--- config.mk ---
export PLATFORM = sky130hd
export DESIGN_NAME = conv3x3_stream_filter
export DESIGN_NICKNAME = d
export VERILOG_FILES = /design/src/rtl/conv_filter_pkg.sv /design/src/rtl/conv3x3_datapath.sv /design/src/rtl/conv3x3_stream_filter.sv
export SDC_FILE = /design/constraint.sdc
export NUM_CORES = 1
export LEC_CHECK = 0
export CAP_MARGIN = 25
export CORE_MARGIN = 4
export CORE_UTILIZATION = 60
export CTS_CLUSTER_DIAMETER = 120
export CTS_CLUSTER_SIZE = 28
export DETAILED_ROUTE_END_ITERATION = 10
export DONT_BUFFER_PORTS = 1
export PLACE_DENSITY = 0.85
export SYNTH_ARGS = -nofsm -noshare
export SYNTH_HDL_FRONTEND = slang
export SYNTH_SLANG_ARGS = --single-unit
--- constraint.sdc ---
create_clock -name clk -period 16.8 [get_ports clk]
set_input_delay 2.52 -clock clk [delete_from_list [all_inputs] [get_ports clk]]
set_output_delay 2.52 -clock clk [all_outputs]
set_load 0.02 [all_outputs]
--- src/rtl/conv_filter_pkg.sv ---
// conv_filter_pkg: shared constants and types for the 3x3 stream filter.
package conv_filter_pkg;

    localparam int DEF_PIX_W  = 8;
    localparam int DEF_ADDR_W = 8;
    localparam int DEF_MODE_W = 3;

    // Depth of the arithmetic pipeline, window register to pixel_out.
    localparam int LAT = 2;

    localparam logic [2:0] MODE_PASS    = 3'd0;
    localparam logic [2:0] MODE_GAUSS   = 3'd1;
    localparam logic [2:0] MODE_SHARPEN = 3'd2;
    localparam logic [2:0] MODE_SOBEL   = 3'd3;
    localparam logic [2:0] MODE_MAX     = 3'd4;
    localparam logic [2:0] MODE_MIN     = 3'd5;

    typedef enum logic [1:0] {
        ST_IDLE  = 2'd0,
        ST_FILL  = 2'd1,
        ST_RUN   = 2'd2,
        ST_DRAIN = 2'd3
    } state_t;

    // Default-width 3x3 window, indexed [row][column].
    typedef logic [2:0][2:0][DEF_PIX_W-1:0] window_t;

endpackage

--- src/rtl/conv3x3_datapath.sv ---
// conv3x3_datapath: two-stage arithmetic pipeline applying the selected
// kernel to a 3x3 window. Stage 1 holds sums, gradients and extrema;
// stage 2 holds the final combine/clamp together with valid, address, last.
module conv3x3_datapath
    import conv_filter_pkg::*;
#(
    parameter int PIX_W  = DEF_PIX_W,
    parameter int ADDR_W = DEF_ADDR_W,
    parameter int MODE_W = DEF_MODE_W
) (
    input  logic                      clk,
    input  logic                      rst,
    input  logic [2:0][2:0][PIX_W-1:0] win,
    input  logic [MODE_W-1:0]         mode,
    input  logic                      win_valid,
    input  logic                      win_last,
    input  logic [ADDR_W-1:0]         win_addr,
    output logic [PIX_W-1:0]          res_pixel,
    output logic                      res_valid,
    output logic [ADDR_W-1:0]         res_addr,
    output logic                      res_last
);

    // One extra bit beyond PIX_W+4 keeps the unnormalised Gaussian sum exact.
    localparam int INT_W = PIX_W + 5;

    function automatic logic signed [INT_W-1:0] widen(input logic [PIX_W-1:0] p);
        return signed'({{(INT_W-PIX_W){1'b0}}, p});
    endfunction

    function automatic logic [PIX_W-1:0] clamp(input logic signed [INT_W-1:0] v);
        logic [PIX_W-1:0] r;
        if (v[INT_W-1]) begin
            r = '0;
        end else if (|v[INT_W-2:PIX_W]) begin
            r = '1;
        end else begin
            r = v[PIX_W-1:0];
        end
        return r;
    endfunction

    logic signed [INT_W-1:0] e_s [3][3];
    logic signed [INT_W-1:0] gauss_s, gx_s, gy_s, cross_s;
    logic [PIX_W-1:0]        max_s, min_s;

    logic signed [INT_W-1:0] gauss_r, gx_r, gy_r, cross_r;
    logic [PIX_W-1:0]        centre_r, max_r, min_r;
    logic [MODE_W-1:0]       mode1_r;
    logic                    valid1_r, last1_r;
    logic [ADDR_W-1:0]       addr1_r;

    logic signed [INT_W-1:0] centre_e_s, abs_gx_s, abs_gy_s;
    logic [PIX_W-1:0]        pixel_s;

    // Stage-1 combinational: weighted sums, Sobel gradients and window extrema.
    always_comb begin
        for (int r = 0; r < 3; r++) begin
            for (int c = 0; c < 3; c++) begin
                e_s[r][c] = widen(win[r][c]);
            end
        end
        gauss_s = e_s[0][0] + (e_s[0][1] <<< 1'b1) + e_s[0][2]
                + (e_s[1][0] <<< 1'b1) + (e_s[1][1] <<< 2'd2) + (e_s[1][2] <<< 1'b1)
                + e_s[2][0] + (e_s[2][1] <<< 1'b1) + e_s[2][2];
        gx_s = (e_s[0][2] + (e_s[1][2] <<< 1'b1) + e_s[2][2])
             - (e_s[0][0] + (e_s[1][0] <<< 1'b1) + e_s[2][0]);
        gy_s = (e_s[2][0] + (e_s[2][1] <<< 1'b1) + e_s[2][2])
             - (e_s[0][0] + (e_s[0][1] <<< 1'b1) + e_s[0][2]);
        cross_s = e_s[0][1] + e_s[1][0] + e_s[1][2] + e_s[2][1];
        max_s = win[0][0];
        min_s = win[0][0];
        for (int r = 0; r < 3; r++) begin
            for (int c = 0; c < 3; c++) begin
                max_s = (win[r][c] > max_s) ? win[r][c] : max_s;
                min_s = (win[r][c] < min_s) ? win[r][c] : min_s;
            end
        end
    end

    // Stage-1 registers: partial results plus the tag fields travelling with them.
    always_ff @(posedge clk or posedge rst) begin
        if (rst) begin
            gauss_r  <= '0;
            gx_r     <= '0;
            gy_r     <= '0;
            cross_r  <= '0;
            centre_r <= '0;
            max_r    <= '0;
            min_r    <= '0;
            mode1_r  <= '0;
            valid1_r <= 1'b0;
            last1_r  <= 1'b0;
            addr1_r  <= '0;
        end else begin
            gauss_r  <= gauss_s;
            gx_r     <= gx_s;
            gy_r     <= gy_s;
            cross_r  <= cross_s;
            centre_r <= win[1][1];
            max_r    <= max_s;
            min_r    <= min_s;
            mode1_r  <= mode;
            valid1_r <= win_valid;
            last1_r  <= win_last;
            addr1_r  <= win_addr;
        end
    end

    // Stage-2 combinational: mode select, final combine and saturation.
    always_comb begin
        centre_e_s = widen(centre_r);
        abs_gx_s   = gx_r[INT_W-1] ? -gx_r : gx_r;
        abs_gy_s   = gy_r[INT_W-1] ? -gy_r : gy_r;
        case (mode1_r)
            MODE_W'(MODE_PASS):    pixel_s = centre_r;
            MODE_W'(MODE_GAUSS):   pixel_s = clamp(gauss_r >>> 3'd4);
            MODE_W'(MODE_SHARPEN): pixel_s = clamp((centre_e_s <<< 2'd2) + centre_e_s - cross_r);
            MODE_W'(MODE_SOBEL):   pixel_s = clamp(abs_gx_s + abs_gy_s);
            MODE_W'(MODE_MAX):     pixel_s = max_r;
            MODE_W'(MODE_MIN):     pixel_s = min_r;
            default:               pixel_s = centre_r;
        endcase
    end

    // Stage-2 registers: the block's registered result outputs.
    always_ff @(posedge clk or posedge rst) begin
        if (rst) begin
            res_pixel <= '0;
            res_valid <= 1'b0;
            res_addr  <= '0;
            res_last  <= 1'b0;
        end else begin
            res_pixel <= valid1_r ? pixel_s : '0;
            res_valid <= valid1_r;
            res_addr  <= valid1_r ? addr1_r : '0;
            res_last  <= valid1_r & last1_r;
        end
    end

endmodule

--- src/rtl/conv3x3_stream_filter.sv ---
// conv3x3_stream_filter: frame control, column counting and the sliding
// 3x3 window feeding the arithmetic pipeline.
module conv3x3_stream_filter
    import conv_filter_pkg::*;
#(
    parameter int PIX_W  = DEF_PIX_W,
    parameter int ADDR_W = DEF_ADDR_W,
    parameter int MODE_W = DEF_MODE_W
) (
    input  logic              clk,
    input  logic              rst,
    input  logic              start,
    input  logic [ADDR_W-1:0] size,
    input  logic [MODE_W-1:0] filter_mode,
    input  logic              valid_in,
    input  logic [PIX_W-1:0]  pixel_in1,
    input  logic [PIX_W-1:0]  pixel_in2,
    input  logic [PIX_W-1:0]  pixel_in3,
    output logic              busy,
    output logic              valid_out,
    output logic [ADDR_W-1:0] pixel_addr,
    output logic [PIX_W-1:0]  pixel_out,
    output logic              done,
    output logic              size_err
);

    state_t                     state_r;
    logic [ADDR_W-1:0]          size_r, col_cnt_r, win_addr_r;
    logic [MODE_W-1:0]          mode_r;
    logic [2:0][2:0][PIX_W-1:0] win_r;
    logic                       win_valid_r, win_last_r;
    logic                       busy_r, size_err_r;
    logic [1:0]                 drain_cnt_r;

    logic accept_s, last_col_s, start_ok_s, dp_done_s;

    // Decode column acceptance, last-column position and start acceptance.
    always_comb begin
        accept_s   = ((state_r == ST_FILL) || (state_r == ST_RUN)) && valid_in;
        last_col_s = (col_cnt_r == (size_r - ADDR_W'(1)));
        // busy_r also blocks start during the done cycle, after DRAIN has exited.
        start_ok_s = (state_r == ST_IDLE) && start && !busy_r;
    end

    // Sliding window: shift left and load the new column on each accept.
    always_ff @(posedge clk or posedge rst) begin
        if (rst) begin
            win_r <= '0;
        end else if (accept_s) begin
            for (int r = 0; r < 3; r++) begin
                win_r[r][0] <= win_r[r][1];
                win_r[r][1] <= win_r[r][2];
            end
            win_r[0][2] <= pixel_in1;
            win_r[1][2] <= pixel_in2;
            win_r[2][2] <= pixel_in3;
        end
    end

    // Frame FSM with column counter, window tags, busy and size_err.
    always_ff @(posedge clk or posedge rst) begin
        if (rst) begin
            state_r     <= ST_IDLE;
            size_r      <= '0;
            mode_r      <= '0;
            col_cnt_r   <= '0;
            win_addr_r  <= '0;
            win_valid_r <= 1'b0;
            win_last_r  <= 1'b0;
            busy_r      <= 1'b0;
            size_err_r  <= 1'b0;
            drain_cnt_r <= 2'd0;
        end else begin
            size_err_r  <= 1'b0;
            win_valid_r <= 1'b0;
            win_last_r  <= 1'b0;
            if (dp_done_s) begin
                busy_r <= 1'b0;
            end
            case (state_r)
                ST_IDLE: begin
                    if (start_ok_s) begin
                        if (size < ADDR_W'(3)) begin
                            size_err_r <= 1'b1;
                        end else begin
                            size_r    <= size;
                            mode_r    <= filter_mode;
                            col_cnt_r <= '0;
                            busy_r    <= 1'b1;
                            state_r   <= ST_FILL;
                        end
                    end
                end
                ST_FILL, ST_RUN: begin
                    if (accept_s) begin
                        col_cnt_r   <= col_cnt_r + ADDR_W'(1);
                        win_addr_r  <= col_cnt_r - ADDR_W'(1);
                        win_valid_r <= (col_cnt_r >= ADDR_W'(2));
                        win_last_r  <= last_col_s;
                        if (last_col_s) begin
                            drain_cnt_r <= 2'd0;
                            state_r     <= ST_DRAIN;
                        end else if (col_cnt_r == ADDR_W'(1)) begin
                            state_r <= ST_RUN;
                        end
                    end
                end
                ST_DRAIN: begin
                    if (drain_cnt_r == 2'(LAT - 1)) begin
                        state_r <= ST_IDLE;
                    end else begin
                        drain_cnt_r <= drain_cnt_r + 2'd1;
                    end
                end
                default: begin
                    state_r <= ST_IDLE;
                end
            endcase
        end
    end

    conv3x3_datapath #(
        .PIX_W  (PIX_W),
        .ADDR_W (ADDR_W),
        .MODE_W (MODE_W)
    ) u_datapath (
        .clk       (clk),
        .rst       (rst),
        .win       (win_r),
        .mode      (mode_r),
        .win_valid (win_valid_r),
        .win_last  (win_last_r),
        .win_addr  (win_addr_r),
        .res_pixel (pixel_out),
        .res_valid (valid_out),
        .res_addr  (pixel_addr),
        .res_last  (dp_done_s)
    );

    assign done     = dp_done_s;
    assign busy     = busy_r;
    assign size_err = size_err_r;

endmodule

==> results of run 1 <==
-- cell families (layout without fill, tap and decap cells) --
logic type | after synthesis | count (layout) | share of synthesized area
fa+ha+maj | 321 | 321 | 0.246
mux | 124 | 124 | 0.0714
compound gates | 524 | 524 | 0.177
flops | 207 | 207 | 0.276
other cells | 0 | 1 | 0
simple gates | 379 | 379 | 0.0978
xor+xnor | 134 | 134 | 0.0626
buf+inv | 343 | 322 | 0.0692
-- state kept, by name (all words and copies together), names as in the netlist, 9 cells and up --
signal,cells
win_r,72
u_datapath.gx_r,13
u_datapath.cross_r,10
u_datapath.gy_r,13
u_datapath.gauss_r,9
-- worst register-to-register path: cells and delay by family (launching register included) --
kind | cells | cell delay [ns]
AO/OA/AOI/OAI | 36 | 8.24
adder cells (fa/ha/maj) | 9 | 2.58
multiplexers | 7 | 2.43
AND/OR/NAND/NOR | 7 | 1.13
buffers and inverters | 6 | 0.63
flip-flops | 1 | 0.62
-- placed cells by master, fill, tap and decap left out, drive strengths merged, types with 5 or more instances in the layout --
cell    netlist  routed
a221o         8       8
mux2i        52      52
clkbuf       39      15
nor2b        27      27
ha          239     239
a211o         5       5
a211oi        8       8
nand3        32      32
a31oi        17      17
fa           80      80
or3          10      10
inv         294     298
nand4        14      14
xnor2        86      86
nand2b       17      17
nor3         31      31
o21a         14      14
a21oi       172     172
xor2         48      48
o21bai       33      33
o31ai        17      17
and3          8       8
o21ai       134     134
o22ai        11      11
o211ai        9       9
a21o         66      66
and4          5       5
nand2       110     110
dfrtp       207     207
nor2         94      94
and2         14      14
buf           8       7
mux2         72      72
-- metal layers --
metal	share of wire	routed length, µm	GRT usage	vias to the layer above
met5	0	0	0	-
met4	0.046	2270	0.113	0
met3	0.064	3150	0.0407	138
met2	0.46	22600	0.469	546
met1	0.43	20900	0.391	7113
li1	-	-	-	6937
-- cell type report --
class                      instances  share of cell area
tap                              396              0.0253
sequential                       207               0.265
clock inverter                     4             0.00256
inverter                         296              0.0572
antenna                            1            0.000128
multi-input combinational       1482               0.629
clock buffer                      14              0.0173
timing repair buffer               8             0.00396
-- worst paths after layout --
kind	from	endpoint	slack (ns)
worst max-delay path	win_r[9]	u_datapath.max_r[5]	1.02
worst min-delay path	win_valid_r	u_datapath.valid1_r	0.36
worst max register to register	win_r[9]	u_datapath.max_r[5]	1.02
worst min register to register	win_valid_r	u_datapath.valid1_r	0.36
max in group asynchronous	rst	win_r[52]	13.71
min in group asynchronous	rst	u_datapath.gx_r[11]	1.87
-- through the flow --
stage | TNS [ns] | hold slack [ns] | cell area [µm²]
finish | 0 | 0.359 | 19600
global route | -0.0207 | 0.374 | 19600
CTS | 0 | 0.371 | 19500
detailed placement | 0 | 0.338 | 19100
global placement | 0 | 0.332 | 19100
floorplan | 0 | 0.331 | 18700
==> flow_summary.ini, run 1 <==
[clock_network]
cts_buffer_depth = 3
cts_sinks = 207
cts.root.buffer_cell = clkbuf_16
cts_tree = done
htreeDepth = 1
postCtsResizedCells = 0
numCtsBuffers = 12
clk_transition_reported_paths_ns = 0.11
postCtsSetupBuffers = 0
hold_buffers = 0
insertion_delay_ns = 0.50

[final_layout]
nets = 2365
multiInputGateArea_um2 = 12300
stdcell_count = 2408
drive_gt1_frac = 0.0661
area_delta_synth_final_pct = 4.36
layout.area.seq_um2 = 5180
fill_cells = 2442
utilization = 0.638

[worst_setup_path]
start_kind = flop
max_stage_delay_ns = 0.62
worstPathMaxFanout = 19
worst-path-stages = 65
cp_top_family = compound AO/OA/AOI/OAI gates
worstRegToRegCells = 65
cp.required_ns = 17.18
cp.arrival_ns = 16.15
cp-end-kind = flop
path_class = reg2reg
cp_num_buf_inv = 6
slowest_stage = dfrtp_1

[global_routing]
grt_pass1_wl_um = 78100
grt_pass1_vias = 14778
overflow = 0
grt_usage = 0.288
grt_max_degree = 142
antenna_found_initial = 0

[route]
ant_nets = 0
drc = 0
wire_per_inst_um = 20.3
firstDrtPassIters = 5
drt-initial-drc-count = 983
wl_um = 49000
viasPerCell = 6.12
num_vias = 14734

[placement]
dp_hpwl_um = 39000
placed_cells_incl_taps = 2387
place_ws_ns = 0.920
gp_congestion = 0.992
numPortBuffers = 0

[sta]
period_share = 0.939
hold_viol_final = 0
clock.fmax_mhz = 63.4
finalCriticalPeriod_ns = 15.78
max_slew_margin = 0.389
worstMarginPinSlew_ns = 0.914
skew_ns = 0.0165
setup_viol = 0
layout_setup_ws_ns = 1.02
slew_viol_final = 0

[worst_hold_path]
hold_class = reg2reg
hold_path_depth = 0

[logic_synthesis]
synthCells = 2032
synthArstFlopShare = 1.00
synth-edff-count = 0
yosysSeqAreaShare = 0.276
synth_ff_type = dfrtp_1
synth.area.top_cells = dfrtp_1 (28%), ha_1 (16%), fa_1 (8.5%)
yosysTopAreaCellShare = 0.276
synth_area_leader_cell = dfrtp_1
synth_area_um2 = 18700
post-synth-top-count-cell = inv_1
yosysWarnings = 0
synth_common_cells = inv_1 (294), ha_1 (239), dfrtp_1 (207), a21oi_1 (169), o21ai_0 (131)
syn_nets = 2390
synth.avg_cell_area_um2 = 9.23
synth.distinct_cells = 80
synth-seq-cells = 207

[floorplan]
die_w_um = 185
initial_core_util = 0.611
std_cell_rows = 64
core_um2 = 30700
die_area_um2 = 34100
die_h_um = 185
ioPinCount = 59

[flow_run]
maxCapViolCount = 0

[run_status]
status = finished clean
Power of run 1 is left out: the tool's default activity adds up to more than one toggle a clock period on the data nets, which glitch-free logic cannot reach.
==> inputs of run 2 (changes only) <==
--- a/config.mk
+++ b/config.mk
@@ -12,6 +12,7 @@
 export CTS_CLUSTER_SIZE = 28
 export DETAILED_ROUTE_END_ITERATION = 10
 export DONT_BUFFER_PORTS = 1
+export HOLD_SLACK_MARGIN = 0.02
 export PLACE_DENSITY = 0.85
 export SYNTH_ARGS = -nofsm -noshare
 export SYNTH_HDL_FRONTEND = slang
==> results of run 2 <==
Same layout as run 1: the final DEF is identical, and so are final timing and power.
Power of run 2 is left out for the same reason.
